## config.mk

```make
export PLATFORM = sky130hd
export DESIGN_NAME = cpu_ififo_core_flat
export DESIGN_NICKNAME = d
export VERILOG_FILES = /design/src/rtl/cpu_ififo_pkg.sv /design/src/rtl/cpu_ififo_if.sv /design/src/rtl/cpu_ififo_core.sv /design/src/flat_wrapper.sv
export SDC_FILE = /design/constraint.sdc
export NUM_CORES = 1
export LEC_CHECK = 0
export BUFFER_PORTS_ARGS = -buffer_cell sky130_fd_sc_hd__clkbuf_2
export CORE_MARGIN = 3
export CORE_UTILIZATION = 53
export DETAILED_ROUTE_END_ITERATION = 8
export HOLD_SLACK_MARGIN = 0.1
export PLACE_DENSITY = 0.76
export SLEW_MARGIN = 20
export SYNTH_ARGS = -nofsm -noshare
export SYNTH_HDL_FRONTEND = slang
export SYNTH_SLANG_ARGS = --single-unit
```

## constraint.sdc

```tcl
create_clock -name clk_i -period 6 [get_ports clk_i]
set_clock_uncertainty 0.2 [all_clocks]
set_input_delay 1.2 -clock clk_i [delete_from_list [all_inputs] [get_ports clk_i]]
set_output_delay 1.2 -clock clk_i [all_outputs]
set_load 0.01 [all_outputs]
```

## src/rtl/cpu_ififo_pkg.sv

```systemverilog
// Shared definitions for the moxie instruction FIFO: opcode length decode.
// Optional feature macro used by the core: CPU_IFIFO_ERR_EN (sticky overflow flag).
package cpu_ififo_pkg;

   localparam int unsigned SHORT_LEN = 1;
   localparam int unsigned LONG_LEN  = 3;

   // Form-1 opcode bytes that carry a 32-bit immediate in the next two halfwords.
   localparam int unsigned NUM_LONG_OPS = 18;
   localparam logic [NUM_LONG_OPS*8-1:0] LONG_OPS = {
      8'h01, 8'h03, 8'h08, 8'h09, 8'h0C, 8'h0D, 8'h1A, 8'h1B, 8'h1D,
      8'h1F, 8'h20, 8'h22, 8'h24, 8'h30, 8'h36, 8'h37, 8'h38, 8'h39
   };

   // Instruction length in halfwords for a given head halfword.
   function automatic logic [1:0] insn_len(input logic [15:0] hw);
      logic [1:0] len;
      len = 2'(SHORT_LEN);
      if (!hw[15]) begin
         for (int i = 0; i < NUM_LONG_OPS; i++) begin
            if (hw[15:8] == LONG_OPS[i*8 +: 8]) len = 2'(LONG_LEN);
         end
      end
      return len;
   endfunction

endpackage

```

## src/rtl/cpu_ififo_if.sv

```systemverilog
// Fetch/decode-side signal bundle of the instruction FIFO.
// master: fetch and decode logic driving the FIFO; slave: the FIFO itself.
interface cpu_ififo_if;
   logic [31:0] data_i;
   logic        write_en_i;
   logic        read_en_i;
   logic [31:0] PC_i;
   logic        newPC_p_i;
   logic [15:0] opcode_o;
   logic [31:0] operand_o;
   logic        valid_o;
   logic        empty_o;
   logic        full_o;
   logic [31:0] PC_o;

   modport master (
      output data_i, write_en_i, read_en_i, PC_i, newPC_p_i,
      input  opcode_o, operand_o, valid_o, empty_o, full_o, PC_o
   );

   modport slave (
      input  data_i, write_en_i, read_en_i, PC_i, newPC_p_i,
      output opcode_o, operand_o, valid_o, empty_o, full_o, PC_o
   );
endinterface

```

## src/rtl/cpu_ififo_core.sv

```systemverilog
// Moxie instruction FIFO: stores fetched 32-bit words as halfwords and hands
// decode one whole instruction (opcode + optional 32-bit immediate) per read.
// Optional macro CPU_IFIFO_ERR_EN adds a sticky overflow_o output.
module cpu_ififo_core
   import cpu_ififo_pkg::*;
#(
   parameter int unsigned DEPTH = 8,
   parameter int unsigned AW    = 3
) (
   input  logic clk_i,
   input  logic rst_i,
   cpu_ififo_if.slave bus
`ifdef CPU_IFIFO_ERR_EN
   ,
   output logic overflow_o
`endif
);

   localparam logic [AW:0] FullThr = (AW+1)'(DEPTH - 2);

   logic [15:0]   mem_q [DEPTH];
   logic [AW-1:0] rp_q, wp_q;
   logic [AW:0]   cnt_q, cnt_d;
   logic [31:0]   head_pc_q, head_pc_d;
   logic          valid_q;
   logic [15:0]   opcode_q;
   logic [31:0]   operand_q;
   logic [31:0]   pc_q;

   logic [1:0]    hlen;
   logic          is_long;
   logic [AW:0]   len_cnt;
   logic          full, do_wr, do_rd;

   // Decode head instruction length and decide which transfers happen this cycle.
   always_comb begin
      hlen    = insn_len(mem_q[rp_q]);
      is_long = (hlen == 2'(LONG_LEN));
      len_cnt = (AW+1)'(hlen);
      full    = (cnt_q > FullThr);
      do_wr   = bus.write_en_i && !full;
      // Uses pre-write count: a word written this cycle is not yet readable.
      do_rd   = bus.read_en_i && (cnt_q >= len_cnt);
      cnt_d   = cnt_q + (do_wr ? (AW+1)'(2) : '0) - (do_rd ? len_cnt : '0);
      head_pc_d = head_pc_q;
      if (bus.newPC_p_i) begin
         head_pc_d = bus.PC_i;
      end else if (do_rd) begin
         head_pc_d = head_pc_q + (is_long ? 32'd6 : 32'd2);
      end
   end

   // Pointers, occupancy, head PC and registered decode-side outputs.
   always_ff @(posedge clk_i or negedge rst_i) begin
      if (!rst_i) begin
         rp_q      <= '0;
         wp_q      <= '0;
         cnt_q     <= '0;
         head_pc_q <= '0;
         valid_q   <= 1'b0;
         opcode_q  <= '0;
         operand_q <= '0;
         pc_q      <= '0;
      end else begin
         cnt_q     <= cnt_d;
         head_pc_q <= head_pc_d;
         valid_q   <= do_rd;
         if (do_wr) wp_q <= wp_q + AW'(2);
         if (do_rd) begin
            rp_q     <= rp_q + AW'(hlen);
            opcode_q <= mem_q[rp_q];
            pc_q     <= head_pc_q;
            operand_q <= is_long ? {mem_q[rp_q + AW'(1)], mem_q[rp_q + AW'(2)]} : 32'h0;
         end
      end
   end

   // Halfword storage; [31:16] of the fetched word is the earlier halfword.
   always_ff @(posedge clk_i) begin
      if (do_wr) begin
         mem_q[wp_q]           <= bus.data_i[31:16];
         mem_q[wp_q + AW'(1)] <= bus.data_i[15:0];
      end
   end

`ifdef CPU_IFIFO_ERR_EN
   logic overflow_q;

   // Sticky flag for a write attempted while full; only reset clears it.
   always_ff @(posedge clk_i or negedge rst_i) begin
      if (!rst_i) overflow_q <= 1'b0;
      else if (bus.write_en_i && full) overflow_q <= 1'b1;
   end

   assign overflow_o = overflow_q;
`endif

   assign bus.opcode_o  = opcode_q;
   assign bus.operand_o = operand_q;
   assign bus.valid_o   = valid_q;
   assign bus.PC_o      = pc_q;
   assign bus.empty_o   = (cnt_q == '0);
   assign bus.full_o    = full;

endmodule

```

## src/flat_wrapper.sv

```systemverilog
// flat-port wrapper written by rule: the top's interface ports become plain ports
module cpu_ififo_core_flat import cpu_ififo_pkg::*;
#(
   parameter int unsigned DEPTH = 8,
   parameter int unsigned AW    = 3
)
  (clk_i, rst_i, bus_data_i, bus_write_en_i, bus_read_en_i, bus_PC_i, bus_newPC_p_i, bus_opcode_o, bus_operand_o, bus_valid_o, bus_empty_o, bus_full_o, bus_PC_o);
  cpu_ififo_if bus_i ();
  input  logic clk_i;
  input  logic rst_i;
  input wire logic [$bits(bus_i.data_i)-1:0] bus_data_i;
  input wire logic [$bits(bus_i.write_en_i)-1:0] bus_write_en_i;
  input wire logic [$bits(bus_i.read_en_i)-1:0] bus_read_en_i;
  input wire logic [$bits(bus_i.PC_i)-1:0] bus_PC_i;
  input wire logic [$bits(bus_i.newPC_p_i)-1:0] bus_newPC_p_i;
  output wire logic [$bits(bus_i.opcode_o)-1:0] bus_opcode_o;
  output wire logic [$bits(bus_i.operand_o)-1:0] bus_operand_o;
  output wire logic [$bits(bus_i.valid_o)-1:0] bus_valid_o;
  output wire logic [$bits(bus_i.empty_o)-1:0] bus_empty_o;
  output wire logic [$bits(bus_i.full_o)-1:0] bus_full_o;
  output wire logic [$bits(bus_i.PC_o)-1:0] bus_PC_o;
  assign bus_i.data_i = bus_data_i;
  assign bus_i.write_en_i = bus_write_en_i;
  assign bus_i.read_en_i = bus_read_en_i;
  assign bus_i.PC_i = bus_PC_i;
  assign bus_i.newPC_p_i = bus_newPC_p_i;
  assign bus_opcode_o = bus_i.opcode_o;
  assign bus_operand_o = bus_i.operand_o;
  assign bus_valid_o = bus_i.valid_o;
  assign bus_empty_o = bus_i.empty_o;
  assign bus_full_o = bus_i.full_o;
  assign bus_PC_o = bus_i.PC_o;
  cpu_ififo_core #(.DEPTH(DEPTH), .AW(AW)) u_core (.clk_i(clk_i), .rst_i(rst_i), .bus(bus_i));
endmodule
```

Word level (Yosys, flattened, before mapping)

Memory sizes are Yosys's and may differ from the RTL's.
Index checks and enable logic that the tools add are counted.

Bits in registers: 123
Bits in writable memories: 128
Output and inout bits: 83
Logic and storage cells: 70
Memories: 1

Add/subtract/negate cells: 8
$lt $le $gt $ge: 2
Equality and inequality tests: 19
Mux-type cells: 27
Reductions and logical operators: 5

Memory list:

| name         | depth | width | read ports | clocked after memory_dff | write ports | line                 | source |
|---|---|---|---|---|---|---|---|
| u_core.mem_q | 8     | 16    | 3          | 0                        | 2           | cpu_ififo_core.sv:21 | `logic [15:0] mem_q [DEPTH];` |

Operators by type and width:

| kind                  | number |
|---|---|
| $mux W32              | 3 |
| $eq A8 B6 Y1 const B  | 8 |
| $mux W2               | 21 |
| $add A32 B32 Y32      | 1 |
| $eq A8 B4 Y1 const B  | 4 |
| $eq A8 B5 Y1 const B  | 4 |
| $eq A8 B1 Y1 const B  | 1 |
| $eq A8 B2 Y1 const B  | 1 |
| $add A3 B1 Y3 const B | 2 |
| $add A3 B2 Y3 const B | 2 |
| $add A4 B4 Y4         | 1 |
| $ge A4 B2 Y1          | 1 |
| $gt A4 B3 Y1 const B  | 1 |
| $logic_not A4 Y1      | 1 |
| $sub A4 B4 Y4         | 1 |
| $add A3 B2 Y3         | 1 |
| $mux W3               | 1 |
| $eq A2 B2 Y1 const B  | 1 |
| $logic_and A1 B1 Y1   | 2 |
| $mux W1               | 2 |
| $reduce_bool A2 Y1    | 1 |
| $logic_not A1 Y1      | 1 |

Logic depth before layout (Yosys ltp)

An unclocked memory read counts as a cell.

Word-level depth: 26
Depth in mapped cells: 24
Mapped depth without buffers: 17

Worst setup path after synthesis

OpenSTA, ideal clock, no wires.

Kind: reg2reg
From: reg u_core.rp_q[1]
To: reg u_core.cnt_q[3]
Library setup time: 122 ps
Data arrival time: 5,297 ps
Data required time: 5,678 ps
Setup slack: 381 ps
Stages on the path, launching flop included: 24
Buffers on the path: 6
Clock period less this slack: 5,619 ps
Path through: dfrtp_1 -> buf_6 -> buf_8 -> mux4_2 -> mux2i_4 -> nor3b_1 -> o31a_1 -> o311ai_4 -> buf_6 -> or2_1 -> ha_1 -> a21oi_1 -> o21ai_0 -> nand2_1 -> clkbuf_1 -> clkbuf_1 -> clkbuf_1 -> nor3_1 -> fa_1 -> inv_1 -> ha_1 -> inv_1 -> fa_1 -> xor2_1

Word-level cells in the longest chain between the ends: 25

RTL lines:

| item                     | line                 | source |
|---|---|---|
| start: declaration       | cpu_ififo_core.sv:22 | `logic [AW-1:0] rp_q, wp_q;` |
| start signal: assignment | cpu_ififo_core.sv:70 | `rp_q <= rp_q + AW'(hlen);` |
| $mem_v2 Z8 W16 (*)       | --                   |  |
| $eq A8 B6 Y1             | cpu_ififo_pkg.sv:21  | `if (hw[15:8] == LONG_OPS[i*8 +: 8]) len = 2'(LONG_LEN);` |
| $mux W2 (18 in a row)    | cpu_ififo_pkg.sv:21  |  |
| $mux W2 (*)              | cpu_ififo_pkg.sv:19  | `if (!hw[15]) begin` |
| $ge A4 B2 Y1             | cpu_ififo_core.sv:43 | `do_rd = bus.read_en_i && (cnt_q >= len_cnt);` |
| $logic_and A1 B1 Y1      | cpu_ififo_core.sv:43 |  |
| $mux W2 (*)              | cpu_ififo_core.sv:44 | `cnt_d = cnt_q + (do_wr ? (AW+1)'(2) : '0) - (do_rd ? len_cnt : '0);` |
| $sub A4 B4 Y4 (*)        | cpu_ififo_core.sv:44 |  |
| via u_core.cnt_d[3]      | cpu_ififo_core.sv:23 | `logic [AW:0] cnt_q, cnt_d;` |
| end signal: assignment   | cpu_ififo_core.sv:65 | `cnt_q <= cnt_d;` |
| end: declaration         | cpu_ififo_core.sv:23 |  |

The timed path passes the listed nets; every way through them passes the cells marked *.
A chain may end at the register's enable or synchronous reset.

Worst setup path in the final report

Ends and elaborated chain as after synthesis.

==> qor.tcl <==
set qor(status) {complete, no violations}
set qor(detailedRoute.firstIterationViolations) 691
set qor(firstDrtPassIters) 5
set qor(criticalPathCategory) {reg -> reg}
set qor(layout_min_cycle_time_ns) 5.46
set qor(synth_top_area_cell) {edfxtp_1}
set qor(wirelength_mm) 26.8
set qor(gpl.final_weighted_congestion) 0.828
set qor(layout-drive-gt1-share_pct) 35.4
set qor(first_global_vias) 7553
set qor(power.leakage_nw) 5.70
set qor(vias) 7639
set qor(synth_seq_cells) 250
set qor(finalHoldViolations) 0
set qor(report.final.slew_viol_count) 0
set qor(cts-buffers-inserted) 27
set qor(synth_edf_count) 128
set qor(synthesis.nets) 908
set qor(initial_utilization_pct) 54.9
set qor(end_kind) {register}
set qor(yosysWarningCount) 0
set qor(cts_root_buf) {clkbuf_16}
set qor(timing.setup.tns_ns) 0
set qor(post_drt_via_cell_ratio) 6.03
set qor(io_buffers) 151
set qor(max_cap_violations) 0
set qor(place.detailed.hpwl_mm) 18.5
set qor(multi_input_area_mm2) 0.00492
set qor(synth_cells) 823
set qor(synth_area_leaders) {edfxtp_1 (32%), dfrtp_1 (25%), mux4_2 (14%)}
set qor(final-setup-viol-count) 0
set qor(antenna_cells) 0
set qor(holdCritPathClass) {reg -> reg}
set qor(critPathRequiredTime_ns) 6.20
set qor(power_per_cell_area_mw_per_mm2) 542
set qor(cts_max_level) 1
set qor(clkSlewWorstSetupHoldPaths_ns) 0.06
set qor(grt_total_usage_pct) 21.8
set qor(cts_sinks) 250
set qor(cts_setup_buffers) 0
set qor(timing.critical_path.from_type) {register}
set qor(antenna_found_initial) 0
set qor(rsz0062_at_grt) {no}
set qor(finalCritPeriodShare_pct) 90.9
set qor(synth_cell_types) 44
set qor(clockBufferDepth) 3
set qor(core_region_area_mm2) 0.0222
set qor(postSynthAreaPerCell_um2) 14.8
set qor(io-pin-count) 152
set qor(pin_count_of_the_biggest_net_entering_global_routing) 64
set qor(postPlaceCellArea_mm2) 0.0132
set qor(ant_nets) 0
set qor(clkLatencyLatePin_ns) 0.53
set qor(ys_dominant_reg_cell) {edfxtp_1}
set qor(worst_max_slew_margin_expressed_relative_to_the_limit_pct) 32.7
set qor(post-route-cell-area_mm2) 0.0140
set qor(die_boundary_width_um) 158
set qor(num-nets-final) 1053
set qor(post-route-util_pct) 63.1
set qor(area.growth.synth_to_final_pct) 14.9
set qor(grt_overflow) 0
set qor(sequential_fraction_of_the_synthesis_area_pct) 56.5
set qor(cts.hold.buffers_added) 0
set qor(full_die_area_mm2) 0.0249
set qor(synthesis.area_mm2) 0.0122
set qor(sequential_cell_area_mm2) 0.00690
set qor(drt-wirelength-per-cell_um) 21.2
set qor(path_max_fanout) 28
set qor(drcViolationCount) 0
set qor(post_cts.resized_instances) 0
set qor(first_pass_grt_wire_length_mm) 42.7
set qor(die-height_um) 158
set qor(crit_arrival_ns) 5.65
set qor(tritoncts) {done}
set qor(fill_cells) 1628
set qor(fmaxAchievable_mhz) 183
set qor(placement_rows) 54
set qor(asyncSetResetFlopFracSynth_pct) 48.8
set qor(synth_top_area_share_pct) 31.5
set qor(worst-slew-pin-transition_ns) 1.01
set qor(ir_worst_vdd_uv) 315
[final cells by class]
| type | instances | share of cell area [%] |
|---|---|---|
| sequential | 250 | 49.2 |
| multi-input combinational | 492 | 35.1 |
| timing repair buffer | 171 | 6.48 |
| clock buffer | 32 | 4.95 |
| tap | 280 | 2.50 |
| clock inverter | 15 | 1.11 |
| inverter | 26 | 0.696 |
[power breakdown]
| part | internal (mW) | switching, mW |
|---|---|---|
| Combinational | 1.52 | 1.78 |
| Clock | 0.950 | 0.640 |
| Sequential | 2.29 | 0.420 |
| Total | 4.75 | 2.84 |
[critical path: stages, from the launching register on]
cell,delay (ns)
dfrtp_1,0.73
mux4_1,0.69
mux2i_4,0.26
nor3b_1,0.29
o31a_1,0.25
o311ai_4,0.11
or2_1,0.31
ha_1,0.31
a21oi_1,0.06
o21ai_0,0.36
nand2_4,0.28
nor3_1,0.25
fa_1,0.45
inv_1,0.07
ha_1,0.14
inv_1,0.05
fa_1,0.38
xor2_1,0.17
[cells in the mapped netlist, types with 2 or more instances]
cell      count
a21oi_1       4
a31oi_1       9
and2_1        2
and3_1        7
and4_1        2
buf_1         7
buf_2         7
buf_6         9
buf_8         2
clkbuf_1     30
dfrtp_1     122
edfxtp_1    128
fa_1          4
ha_1         12
inv_1        24
inv_2         2
mux2_2       22
mux2i_1      37
mux2i_4       3
mux4_1        6
mux4_2       77
mux4_4        3
nand2_1     119
nand3_1      11
nand4_1       3
nor2_1       21
nor3_1       19
nor3b_1       2
nor4_1        2
o21ai_0      49
o41ai_1       5
o41ai_2      27
or4_1         2
xnor2_1      31
xor2_1        4
[per-stage QoR]
stage	cells	power, mW	hold slack (ns)	worst slack [ns]
2_1_floorplan	823	5.17	0.235	0.381
3_3_place_gp	1219	5.97	0.259	0.845
3_5_place_dp	1219	6.06	0.268	0.555
4_1_cts	1266	7.67	0.285	0.543
5_1_grt	1266	8.07	0.306	0.230
6_report	1266	7.60	0.278	0.544
[state kept, by name (all words and copies together), names as in the netlist]
signal	flops
u_core.mem_q	128
u_core.bus.PC_o	32
u_core.bus.operand_o	32
u_core.head_pc_q	32
u_core.bus.opcode_o	16
u_core.cnt_q	4
u_core.rp_q	3
u_core.wp_q	2
u_core.bus.valid_o	1
[logic make-up (layout without fill, tap and decap cells)]
family,count (synthesis),count (layout),share of synthesized area (%)
multiplexers,148,148,21.7
adder cells (fa/ha/maj),17,17,1.97
flip-flops,250,250,56.5
AND/OR/NAND/NOR,194,194,6.91
buffers and inverters,81,244,3.30
AO/OA/AOI/OAI,98,98,7.04
XOR/XNOR,35,35,2.51
[final timing paths]
kind	startpoint	endpoint	slack [ns]	cells past startpoint
worst min register to register	u_core.bus.operand_o[0]	u_core.bus.operand_o[0]	0.28	2
max in group asynchronous	rst_i	u_core.rp_q[0]	4.05	2
worst min-delay path	u_core.bus.operand_o[0]	u_core.bus.operand_o[0]	0.28	2
worst max-delay path	u_core.rp_q[1]	u_core.cnt_q[3]	0.54	17
worst max register to register	u_core.rp_q[1]	u_core.cnt_q[3]	0.54	17
min in group asynchronous	rst_i	u_core.bus.PC_o[23]	0.54	1
[per-layer routing]
metal  vias up  track usage (%)  wire [µm]
met2       324             34.1      12600
met5         -                0          0
met3        45             3.69       2130
met1      3837             32.5      11500
li1       3433                -          -
met4         0             5.21        583
[cells in the final DEF (no fill, tap or decap), types with 21 or more instances in the layout]
cell	n
buf_4	21
clkbuf_16	27
clkbuf_2	149
dfrtp_1	120
edfxtp_1	128
inv_1	24
mux2_2	22
mux2i_1	37
mux4_2	77
nand2_1	118
nor2_1	21
o21ai_0	49
o41ai_2	27
xnor2_1	31
Note: power is estimated with default switching activity, not from simulation.
